**config.mk**
```make
export PLATFORM = sky130hd
export DESIGN_NAME = sat_counter
export DESIGN_NICKNAME = d
export VERILOG_FILES = /design/src/rtl/sat_counter.sv
export SDC_FILE = /design/constraint.sdc
export NUM_CORES = 1
export LEC_CHECK = 0
export CAP_MARGIN = 20
export CORE_MARGIN = 2
export CORE_UTILIZATION = 40
export CTS_CLUSTER_SIZE = 16
export DETAILED_ROUTE_END_ITERATION = 7
export DONT_BUFFER_PORTS = 1
export REMOVE_ABC_BUFFERS = 1
export SETUP_SLACK_MARGIN = 0.2
export SLEW_MARGIN = 20
export SYNTH_ARGS = -nofsm -noshare
export SYNTH_HDL_FRONTEND = slang
export SYNTH_SLANG_ARGS = --single-unit
```
**constraint.sdc**
```tcl
create_clock -name clk -period 1.8 [get_ports clk]
set_clock_uncertainty 0.05 [all_clocks]
set_input_delay 0.36 -clock clk [delete_from_list [all_inputs] [get_ports clk]]
set_output_delay 0.36 -clock clk [all_outputs]
set_load 0.005 [all_outputs]
```
**src/rtl/sat_counter.sv**
```systemverilog
// Saturating up-counter with synchronous clear; clear wins over increment.
module sat_counter #(
  parameter int W = 16
) (
  input  logic         clk,
  input  logic         reset,
  input  logic         clr,
  input  logic         inc,
  output logic [W-1:0] cnt
);

  logic [W-1:0] cnt_d, cnt_q;

  always_comb begin
    cnt_d = cnt_q;
    if (clr) begin
      cnt_d = '0;
    end else if (inc && (cnt_q != '1)) begin
      cnt_d = cnt_q + W'(1);
    end
  end

  always_ff @(posedge clk) begin
    if (reset) begin
      cnt_q <= '0;
    end else begin
      cnt_q <= cnt_d;
    end
  end

  assign cnt = cnt_q;

endmodule

```
## After elaboration in Yosys (flattened, before gate mapping)

Cells that the tools add are included.

- Register bits after elaboration: 16
- Word-level logic and storage cells: 5
- Output and inout bits: 16

- Reductions and logical operators: 2
- $add $sub $neg: 1
- Equality and inequality tests: 1

Operators by type and width:

| cell | count |
|---|---|
| 16-bit by 1-bit adder with 16-bit output (second input constant) | 1 |
| 16-bit != test (second input constant) | 1 |
| 2-bit OR reduction | 1 |
| 1-bit logical AND | 1 |

## Logic depth before layout (Yosys ltp)

- Depth in word-level cells: 2
- Depth in mapped cells: 6
- Depth with buffers taken out: 5

## Worst setup path after synthesis

OpenSTA, ideal clock, no wires.

- Kind: register to register
- Start point: reg cnt_q[0], in the netlist cnt[0]
- End point: reg cnt_q[12], in the netlist cnt[12]
- Slack: 302 ps
- Library setup time: 91 ps
- Clock period less this slack: 1498 ps
- Cell stages (with the launch flop): 7
- Data arrival time: 1358 ps
- Cell sequence: dfxtp_1 -> ha_1 -> and4_4 -> and3_1 -> buf_4 -> a31oi_1 -> a311oi_1

- Longest elaborated chain between the ends: 2
- Elaborated cells on any way between the ends: 3
- Classes of those cells: add/sub (1); eq/ne (1); reduce/logical (1)

Ends and longest elaborated chain:

| what | line | text |
|---|---|---|
| from (decl) | 12 | `logic [W-1:0] cnt_d, cnt_q;` |
| from (signal assigned) | 27 | `cnt_q <= cnt_d;` |
| branches (longest 2 deep; another with 16-bit by 1-bit adder with 16-bit output) | n/a |  |

Several ways; the timed one is not identified.
A chain may end at the register's enable or synchronous reset.

## Final worst setup path

- Start point: reg cnt_q[0], in the netlist cnt[0]
- End point: reg cnt_q[10], in the netlist cnt[10]

The elaborated chain is that of the path after synthesis.

==> results.md <==
* Max_cap viols at 0
* H-Tree Depth at 1
* PD cells at approximately 540 nW/um2
* CP top delay family: simple AND/OR/NAND/NOR gates
* Path depth of the worst reg2reg path at 5
* Top-area cell type share of the netlist area at around a third
* Die Y-Extent at roughly 52 um
* Status: complete, no violations
* WL/cell at approximately 15 um
* Total routed wirelength at 2.070 mm
* Max VDD drop at approximately 0.36 mV
* Period utilization at approximately 84%
* Setup_tns at 0 ps
* Worst slew pin tran at around 370 ps
* Hold WC Path Type: in2reg
* DRC violations left at 0
* Share of cells above drive strength 1 at between 30% and 40%
* I/O Pins at 20
* Crit path depth at 5
* Layout Utilization at between 40% and 50%
* Final non-filler cell area at ~1000 um2
* CP Max Fanout at 5
* Total chip power at 565.1 uW
* Total CTS buffers at 3
* Final worst-path setup slack at between 200 and 300 ps
* Die W at 51.89 um
* IO Port Bufs at 0
* CP Capture Type: register
* Asr flop ratio synth at 0%
* Nets at between 100 and 150
* Fin. Hold Viols at 0
* Lkg Pwr at 0.3594 nW
* GRT Total Usage at between 10% and 20%
* Startpoint types: register
* Hold slack at approximately 200 ps
* Most frequent cells after synthesis: 16 x dfxtp_1, 13 x nand2_1, 6 x a21oi_1, 6 x mux2i_1, 5 x nand3_1
* TritonCTS clock tree: built
* Initial antenna violation count at 0
* R2R Setup Slk at about 290 ps
* Ys Warns at 0
* Reg2reg start: cnt[0]
* Worst skew pair latency at ~280 ps
* Hold-fix buffers, CTS at 0
* Synthesized area at slightly above 900 um2
* Largest net degree at the start of global routing at 12
* Layout Cells excl Fill at 136
* First-pass detailed-route iteration total at 4
* Slew Viols, Final at 0
* Vias at approximately 800
* Reg clk slew, reported paths at around 90 ps
* Detail-routed via count per cell at just under 6
* Distinct cells, synth at 36
* Top_reg_cell synth: dfxtp_1
* Post-route ant nets at 0
* # setup viols final at 0
* Standard-cell rows at 17
* Iteration-0 DRC Markers at 22
* CP Cell Sequence: ha_4 > and4_4 > nand3_2 > or3_4 > a21oi_2
* CP max stage cell: dfxtp_2
* Max incr delay on CP at 390 ps
* Crit path DAT at between 1500 and 2000 ps
* Sequential-to-total area share from yosys stat at a little over a third
* CP Capture Point: cnt[10]
* Die area at 2692 um2
* CP Launch Point: cnt[0]
* RSZ-0062 raised after global routing: yes
* Core footprint at approximately 2200 um2
* Layout area overhead at 14.46%
* Ant. Diodes at 0
* WP data required at ~2000 ps
* Bufs on Longest Clock Path at 2
* Synth area leader: dfxtp_1
* Clock Tree Root: clkbuf_4
* Post-Place Cell Area at between 900 and 1000 um2
* Ranking of synthesized cells by area: dfxtp_1 35%, mux2i_1 6.5%, nand2_1 5.3%, a21oi_1 3.3%, a31oi_1 2.7%
* CP bufs+invs at 0
* Vias in the first global route at 766
* Most frequent cell after synthesis: dfxtp_1
* Placed cells at around 130
* Max FFs per register at 16
* Synthesized netlist cell count at a little over 100
* Pre-CTS WS at roughly 160 ps
* GRT overflow at 0
* Post-synthesis register bit count at 16
* HPWL Detailed at about 1.5 mm
* Mapped Avg Cell Area at 8.991 um2
* Worst relative slew slack at roughly three quarters
* RePlAce Congestion at approximately 0.70
* Min Clock Period, post-route at roughly 1500 ps
* EDFF count, synth at 0
* CP Class: reg2reg
* CTS sink cnt at 16
* Global-route wire length before repair at around 3.5 mm
* Initial core utilization at about two fifths
* Capture point of the worst reg-to-reg path: cnt[10]
* Fmax at 661.0 MHz
kinds of logic (layout without fill, tap and decap cells):
group	after synthesis	count (layout)	share of synthesized area [%]
and+or+nand+nor	46	46	31.51
AOI/OAI and AO/OA	27	27	20.60
DFF	16	16	34.93
muxes	6	6	6.549
buffers and inverters	6	12	5.047
adders and majority gates	1	1	1.364
cell usage in the layout (no fill, tap or decap), types with 2 or more instances in the layout:
| cell | synthesis | final |
|---|---|---|
| nand3_2 | 0 | 2 |
| a211oi_2 | 1 | 4 |
| and3_4 | 2 | 3 |
| nand3_1 | 5 | 3 |
| nand4_1 | 3 | 3 |
| o21ai_1 | 2 | 2 |
| o21ai_0 | 4 | 4 |
| or3_2 | 3 | 3 |
| and3_1 | 3 | 2 |
| or3_1 | 4 | 3 |
| nand2_1 | 13 | 13 |
| nor2_1 | 2 | 2 |
| a21oi_1 | 6 | 5 |
| dfxtp_2 | 0 | 2 |
| nor3_1 | 2 | 2 |
| mux2i_1 | 6 | 6 |
| and2_2 | 2 | 2 |
| a31oi_1 | 4 | 4 |
| a2111o_1 | 2 | 2 |
| and2_1 | 2 | 2 |
| buf_4 | 1 | 8 |
| clkbuf_4 | 0 | 3 |
| dfxtp_1 | 16 | 13 |
report_power, final:
part           internal (mW)  switching (mW)
clock network         0.0776           0.108
logic                 0.0106          0.0118
registers              0.354         0.00262
total                  0.442           0.123
repair_timing:
action                                  CTS  global route
gates resized for setup                   4            12
endpoints found under the setup margin    4            14
buffers inserted                          0             1
pin swaps                                 0             2
routing by layer:
layer	GRT usage [%]	routed length [um]
met1	22.32	939
met2	26.58	996
met3	5.172	118
met4	6.579	14
met5	0	0
final cells by class:
cell class                 count  area (um2)
inverter                       1       3.754
multi-input combinational     80       601.8
clock buffer                   3       22.52
timing repair buffer           8       60.06
fill                         215        1141
sequential                    16       326.6
tap                           28       35.03
worst min path at each step:
stage / startpoint / endpoint / slack (ps) / cells past startpoint
4_1_cts: reset / cnt[15] / 200 / 2
6_report: reset / cnt[0] / 200 / 2
5_1_grt: reset / cnt[9] / 190 / 2
3_3_place_gp: cnt[0] / cnt[0] / 430 / 2
3_5_place_dp: cnt[0] / cnt[0] / 440 / 2
2_1_floorplan: cnt[5] / cnt[5] / 430 / 2
(Power assumes the default switching activity.)
